`config.mk`:
```
export PLATFORM = sky130hd
export DESIGN_NAME = stream_mux_rr_flat
export DESIGN_NICKNAME = d
export VERILOG_FILES = /design/src/rtl/stream_mux_pkg.sv /design/src/rtl/stream_mux_rr_if.sv /design/src/rtl/rr_arbiter.sv /design/src/rtl/stream_mux_rr.sv /design/src/flat_wrapper.sv
export SDC_FILE = /design/constraint.sdc
export NUM_CORES = 1
export LEC_CHECK = 0
export BUFFER_PORTS_ARGS = -buffer_cell sky130_fd_sc_hd__buf_2
export CORE_MARGIN = 2
export CORE_UTILIZATION = 49
export DETAILED_ROUTE_END_ITERATION = 10
export PLACE_DENSITY = 0.9
export RECOVER_POWER = 100
export REMOVE_ABC_BUFFERS = 1
export SYNTH_ARGS = -nofsm -noshare
export SYNTH_HDL_FRONTEND = slang
export SYNTH_SLANG_ARGS = --single-unit
```
`constraint.sdc`:
```
create_clock -name clk -period 3.2 [get_ports clk]
set_input_delay 0.64 -clock clk [delete_from_list [all_inputs] [get_ports clk]]
set_output_delay 0.64 -clock clk [all_outputs]
set_load 0.005 [all_outputs]
```
`src/rtl/stream_mux_pkg.sv`:
```
// Shared mode encodings and index helpers for the round-robin stream multiplexer.
package stream_mux_pkg;

  localparam logic MODE_RR    = 1'b0;
  localparam logic MODE_FIXED = 1'b1;

  // Successor of a channel index in an n-entry ring.
  function automatic int wrap_next(input int idx, input int n);
    return (idx + 1 >= n) ? 0 : idx + 1;
  endfunction

endpackage

```
`src/rtl/stream_mux_rr_if.sv`:
```
// Producer/consumer bundle of the stream multiplexer; slave is the mux side.
interface stream_mux_rr_if #(
  parameter int N  = 4,
  parameter int W  = 8,
  parameter int SW = $clog2(N)
);

  logic [N*W-1:0] in_data;
  logic [N-1:0]   in_valid;
  logic [N-1:0]   in_ready;
  logic           mode;
  logic [SW-1:0]  sel;
  logic [W-1:0]   out_data;
  logic [SW-1:0]  out_ch;
  logic           out_valid;
  logic           out_ready;

  modport master (
    output in_data, in_valid, mode, sel, out_ready,
    input  in_ready, out_data, out_ch, out_valid
  );

  modport slave (
    input  in_data, in_valid, mode, sel, out_ready,
    output in_ready, out_data, out_ch, out_valid
  );

endinterface

```
`src/rtl/rr_arbiter.sv`:
```
// Combinational rotating-priority arbiter: first requester at or after ptr wins.
module rr_arbiter #(
  parameter int N  = 4,
  parameter int SW = $clog2(N)
) (
  input  logic [N-1:0]  req,
  input  logic [SW-1:0] ptr,
  output logic [N-1:0]  gnt,
  output logic [SW-1:0] gnt_idx,
  output logic          any_gnt
);

  always_comb begin
    logic [SW-1:0] idx;
    gnt     = '0;
    gnt_idx = '0;
    any_gnt = 1'b0;
    idx     = '0;
    for (int k = 0; k < N; k++) begin
      idx = SW'((int'(ptr) + k) % N);
      if (!any_gnt && req[idx]) begin
        gnt[idx] = 1'b1;
        gnt_idx  = idx;
        any_gnt  = 1'b1;
      end
    end
  end

endmodule

```
`src/rtl/stream_mux_rr.sv`:
```
// N-channel stream mux with round-robin or fixed selection and a single output register.
module stream_mux_rr
  import stream_mux_pkg::*;
#(
  parameter int N  = 4,
  parameter int W  = 8,
  parameter int SW = $clog2(N)
) (
  input  logic            clk,
  input  logic            rst,
  stream_mux_rr_if.slave  bus
);

  logic [SW-1:0] ptr_p0;
  logic [W-1:0]  data_p0;
  logic [SW-1:0] ch_p0;
  logic          vld_p0;

  logic [N-1:0]  rr_gnt;
  logic [SW-1:0] rr_idx;
  logic          rr_any;

  logic          fix_ok;
  logic [N-1:0]  fix_gnt;
  logic [N-1:0]  gnt_vec;
  logic [SW-1:0] gnt_idx;
  logic          gnt_any;
  logic          load;

  rr_arbiter #(.N(N), .SW(SW)) u_arb (
    .req     (bus.in_valid),
    .ptr     (ptr_p0),
    .gnt     (rr_gnt),
    .gnt_idx (rr_idx),
    .any_gnt (rr_any)
  );

  // Out-of-range sel must never index in_valid, so range check gates the lookup.
  assign fix_ok  = (int'(bus.sel) < N) && bus.in_valid[bus.sel];
  assign fix_gnt = fix_ok ? (N'(1) << bus.sel) : '0;

  always_comb begin
    gnt_vec = rr_gnt;
    gnt_idx = rr_idx;
    gnt_any = rr_any;
    if (bus.mode == MODE_FIXED) begin
      gnt_vec = fix_gnt;
      gnt_idx = bus.sel;
      gnt_any = fix_ok;
    end
  end

  assign load         = !vld_p0 || bus.out_ready;
  assign bus.in_ready = (load && !rst) ? gnt_vec : '0;

  // Stage p0: output word register and round-robin pointer
  always_ff @(posedge clk or posedge rst) begin
    if (rst) begin
      vld_p0  <= 1'b0;
      data_p0 <= '0;
      ch_p0   <= '0;
      ptr_p0  <= '0;
    end else if (load) begin
      if (gnt_any) begin
        data_p0 <= bus.in_data[int'(gnt_idx)*W +: W];
        ch_p0   <= gnt_idx;
        vld_p0  <= 1'b1;
        if (bus.mode == MODE_RR)
          ptr_p0 <= SW'(wrap_next(int'(gnt_idx), N));
      end else begin
        vld_p0 <= 1'b0;
      end
    end
  end

  assign bus.out_data  = data_p0;
  assign bus.out_ch    = ch_p0;
  assign bus.out_valid = vld_p0;

endmodule

```
`src/flat_wrapper.sv`:
```
// flat-port wrapper written by rule: the top's interface ports become plain ports
module stream_mux_rr_flat import stream_mux_pkg::*;
#(
  parameter int N  = 4,
  parameter int W  = 8,
  parameter int SW = $clog2(N)
)
  (clk, rst, bus_in_data, bus_in_valid, bus_mode, bus_sel, bus_out_ready, bus_in_ready, bus_out_data, bus_out_ch, bus_out_valid);
  stream_mux_rr_if #(.N(N), .W(W), .SW(SW)) bus_i ();
  input  logic clk;
  input  logic rst;
  input wire logic [$bits(bus_i.in_data)-1:0] bus_in_data;
  input wire logic [$bits(bus_i.in_valid)-1:0] bus_in_valid;
  input wire logic [$bits(bus_i.mode)-1:0] bus_mode;
  input wire logic [$bits(bus_i.sel)-1:0] bus_sel;
  input wire logic [$bits(bus_i.out_ready)-1:0] bus_out_ready;
  output wire logic [$bits(bus_i.in_ready)-1:0] bus_in_ready;
  output wire logic [$bits(bus_i.out_data)-1:0] bus_out_data;
  output wire logic [$bits(bus_i.out_ch)-1:0] bus_out_ch;
  output wire logic [$bits(bus_i.out_valid)-1:0] bus_out_valid;
  assign bus_i.in_data = bus_in_data;
  assign bus_i.in_valid = bus_in_valid;
  assign bus_i.mode = bus_mode;
  assign bus_i.sel = bus_sel;
  assign bus_i.out_ready = bus_out_ready;
  assign bus_in_ready = bus_i.in_ready;
  assign bus_out_data = bus_i.out_data;
  assign bus_out_ch = bus_i.out_ch;
  assign bus_out_valid = bus_i.out_valid;
  stream_mux_rr #(.N(N), .W(W), .SW(SW)) u_core (.clk(clk), .rst(rst), .bus(bus_i));
endmodule
```
* Yosys cells after proc, flatten, opt, wreduce, memory -nomap -nowiden
Cells that the tools add are included.
W data, S select, Z words.
** Word-level totals
- Output and inout bits :: 15
- Register bits :: 13
- Word-level logic and storage cells :: 77
** Operators by class
- Shift operators :: 2
- Order comparisons :: 10
- Reduce and logical (&&, ||, !) cells :: 16
- Bitwise gates (word level) :: 4
- Add/sub/neg operators :: 4
- Muxes and demuxes :: 37
** Operators with widths (number)
- $shiftx A32 B6 Y8 :: 1
- $mux W4 :: 7
- $lt A2 B3 Y1 const B :: 5
- $mux W1 :: 15
- $mux W2 :: 6
- $or A4 B4 Y4 :: 3
- $bmux W1 S2 :: 5
- $demux W1 S2 :: 4
- $ge A2 B1 Y1 const B :: 4
- $logic_and A1 B1 Y1 :: 8
- $logic_not A1 Y1 :: 5
- $add A2 B2 Y2 const B :: 2
- $shl A1 B2 Y4 const A :: 1
- $add A2 B1 Y3 const B :: 1
- $ge A3 B3 Y1 const B :: 1
- $reduce_and A3 Y1 :: 1
- $add A2 B1 Y2 const B :: 1
- $reduce_and A2 Y1 :: 1
- $logic_or A1 B1 Y1 :: 1
- $not A1 Y1 :: 1

* Logic depth before layout (Yosys ltp)
- Depth after elaboration :: 16
- Mapped depth :: 11

* Hierarchy
From an unflattened synthesis, not the netlist that was laid out.
** Second synthesis, totals
- Cell total of the unflattened synthesis :: 108
- Area, all modules :: 1273.7 µm²
** By module, submodules not included
- stream_mux_rr :: area each 854.6 µm², cells an instance 63, instances 1, sequential area each 325.3 µm²
- rr_arbiter :: area each 419.2 µm², cells an instance 45, instances 1, sequential area each 0.0 µm²

* Worst setup path after synthesis
Ideal clock, no wire load.
- Path type :: flip-flop to output port
- Start point :: register u_core.ptr_p0[0]
- End point :: output port bus_in_ready[0]
- Arrival time :: 2098 ps
- Required time :: 2560 ps
- Setup slack :: 462 ps
- Stages on the path, launching flop included :: 11
- Path buffers :: 2
- Cells stage by stage :: dfrtp_1 > buf_4 > inv_1 > ha_1 > buf_6 > nor3b_1 > a21oi_2 > o21ai_2 > a22o_1 > o21bai_1 > a21oi_1
** On the way
- Cells in the longest elaborated chain, start to end :: 14
- Elaborated cells on any way between the ends :: 49
** RTL lines
- start, declared :: RTL line stream_mux_rr.sv:14 : logic [SW-1:0] ptr_p0;
- start signal, assigned :: RTL line stream_mux_rr.sv:69 : ptr_p0 <= SW'(wrap_next(int'(gnt_idx), N));
- branches (longest 11 deep; another with $lt A2 B3 Y1)
- $mux W4 (*) :: RTL line rr_arbiter.sv:21 : if (!any_gnt && req[idx]) begin
- $mux W4 (*) :: RTL line stream_mux_rr.sv:46 : if (bus.mode == MODE_FIXED) begin
- $mux W4 (*) :: RTL line stream_mux_rr.sv:54 : assign bus.in_ready = (load && !rst) ? gnt_vec : '0;
- end, declared :: RTL line flat_wrapper.sv:17 : output wire logic [$bits(bus_i.in_ready)-1:0] bus_in_ready;
Mark *: on every way between the ends. The select of a mux whose other input is x is not followed.

* Final worst setup path
- Start point :: register u_core.ptr_p0[0]
- End point :: output port bus_in_ready[1]
The elaborated chain is that of the path after synthesis.

==> impl_metrics.toml <==
[critical_path]
startpoint_type = "register"
cp-end-kind = "primary output"
arrival_ns = 2.38
required_ns = 2.56
regToRegSetupSlack_ns = 0.36
path_max_fanout = 9
path_class = "reg2out"

[global_routing]
gr-usage-all-layers = 0.213
antenna_found_initial = 0
grt_max_degree = 21
grt-ovfl-total = 0
grt_pass1_vias = 1379
grt_pass1_wl_um = 5830

[layout]
n_antenna_cell = 0
post_layout_nonfiller_instances = 236
drive_above_1_share = 0.371
areaGrowthSynthToFinish_pct = 18.9
nNetsFinal = 255
seqCellArea_um2 = 325
n_fill_cell = 250
fin_area_um2 = 1750
multi_input_area_um2 = 1040

[place]
dp.cells = 232
place_area_um2 = 1730
place_congestion = 0.900
dpl.hpwl_um = 2760
io_buffers = 56

[route]
final_antenna_net_count = 0
routed_wl_um = 3490
drt-initial-drc-count = 79
wl_per_cell_um = 14.8
routed_via_density = 5.83
route.detailed.drc = 4
dr.pass1.iters = 7
vias = 1377

[yosys]
synth.most_common_cell = "mux2i_1"
synth_edf_count = 0
synth.area.top_cells = "dfrtp_1 22%, mux2i_1 13%, o221ai_2 8.2%"
async_reset_ff_frac = 1.00
synth_ff_type = "dfrtp_1"
ys_seq_area_frac = 0.221
yosysTopAreaCellShare = 0.221
synthesis.area_um2 = 1470
synth_area_leader_cell = "dfrtp_1"
synth_cell_type_count = 43
yosysWarnings = 0
ys_ff_latch = 13
syn_inst = 153
netlist_top_cells_count = "19 x mux2i_1, 16 x nand2_1, 13 x dfrtp_1"
syn_area_per_cell_um2 = 9.60

[run]
cap_viol_max_count = 0

[sta]
hold_violations = 0
maxSlewHeadroom = 0.623
worst_pin_slew_ns = 0.566
maxSlewViolCount = 0
max_freq_mhz = 331
finalSetupViolations = 0
final.min_clock_period_ns = 3.02
grt_setup_unrepaired = "no"
fin_crit_sh = 0.943
fin_skew_ns = 0.000515
setup_tns_ns = 0

[die]
core_um2 = 2810
initial_utilization = 0.524
io_pins = 57
dieArea_um2 = 3450
fp-row-count = 19
fp.dieW_um = 58.8
die_h_um = 58.8

[clocking]
clk_latency_ns = 0.27
cts_made_buffers = 3
cts_tree = "built"
clock_path_buffers = 2
clock-root-buffer = "clkbuf_4"
htreeDepth = 1
clock-sinks = 13
clk_pin_slew_worst_paths_ns = 0.08
cts_setup_buffers = 0
hold_buffers = 0

[worst_hold_path]
hp-class = "in2async"

[outcome]
violations = "DRC"
outcome = "finished, violations left"

[power]
powerDensity_nw_per_um2 = 559
vdd_drop_max_v = 0.000291
power.leakage_nw = 0.823
==> per-layer routing <==
layer,share of wire,global-route usage
met4,0.0040,0.0519
met5,0,0
met3,0.056,0.0264
met2,0.51,0.379
met1,0.43,0.272
==> sequential cells by signal (all words and copies together), names as in the netlist <==
| signal | flops |
|---|---|
| u_core.bus.out_ch | 2 |
| u_core.bus.out_data | 8 |
| u_core.bus.out_valid | 1 |
| u_core.ptr_p0 | 2 |
==> stage by stage <==
stage | utilization | hold slack (ns) | total power (W) | setup WS [ns]
2_1_floorplan | - | 0.471 | 0.000690 | -0.0416
3_3_place_gp | 0.618 | 0.456 | 0.000868 | 0.448
3_5_place_dp | 0.618 | 0.472 | 0.000887 | 0.400
4_1_cts | 0.628 | 0.404 | 0.000987 | 0.0920
5_1_grt | 0.623 | 0.431 | 0.00105 | 0.0269
6_report | 0.623 | 0.388 | 0.000976 | 0.181
==> path summary, 6_finish.rpt <==
path	endpoint	depth (start not counted)	startpoint
min reg2reg	u_core.bus.out_ch[0]$_DFFE_PP0P_	2	u_core.bus.out_ch[0]$_DFFE_PP0P_
min in group clk	u_core.bus.out_ch[0]$_DFFE_PP0P_	2	u_core.bus.out_ch[0]$_DFFE_PP0P_
max in group asynchronous	u_core.bus.out_data[5]$_DFFE_PP0P_	2	rst
max	bus_in_ready[1]	9	u_core.ptr_p0[0]$_DFFE_PP0P_
min	u_core.bus.out_valid$_DFFE_PP0N_	2	rst
max reg2reg	u_core.bus.out_data[6]$_DFFE_PP0P_	9	u_core.ptr_p0[0]$_DFFE_PP0P_
==> cell usage in the layout (no fill, tap or decap), types with 2 or more instances in the layout <==
cell type	count
buf_2	45
clkbuf_4	3
a31oi_1	2
o221ai_2	8
a22o_1	5
ha_1	6
nor2_1	10
a22oi_1	6
dfrtp_1	13
nor2b_1	3
mux4_2	3
nand4b_1	2
clkbuf_1	12
a21oi_1	9
nand2b_1	4
o21bai_1	4
buf_4	4
mux2i_1	19
nor3b_1	2
inv_1	4
mux2_2	2
nand2_1	16
==> final cells by class <==
cell class                 count  area share
clock buffer                   4      0.0150
sequential                    13       0.186
tap                           31      0.0222
inverter                       4     0.00860
multi-input combinational    123       0.595
timing repair buffer          61       0.173
==> power by group <==
group,internal (W),leakage [nW],switching (W),total [W]
sequential,0.000220,0.156,0.0000299,0.000250
clock,0.0000482,0.0150,0.0000501,0.0000983
combinational,0.000289,0.652,0.000339,0.000628
==> kinds of logic (layout without fill, tap and decap cells) <==
logic type | Yosys count | in the layout | synth area share
AND/OR/NAND/NOR | 50 | 50 | 0.191
AO/OA/AOI/OAI | 42 | 42 | 0.265
multiplexers | 24 | 24 | 0.191
flip-flops | 13 | 13 | 0.221
buffers and inverters | 17 | 69 | 0.0724
adder cells (fa/ha/maj) | 7 | 7 | 0.0596
==> critical path, stage by stage, from the launching register on <==
cell	delay (ns)
dfrtp_1	0.38
inv_1	0.19
ha_2	0.38
nor3b_1	0.24
a21oi_2	0.08
o21ai_4	0.29
a22o_1	0.21
o21bai_1	0.06
a21oi_1	0.15
clkbuf_1	0.13
==> what timing repair did <==
action                     CTS  global route
setup endpoints to repair    0             4
resized for setup            0             2
hold endpoints to repair     0             0
Note: power is estimated with default switching activity, not from simulation.
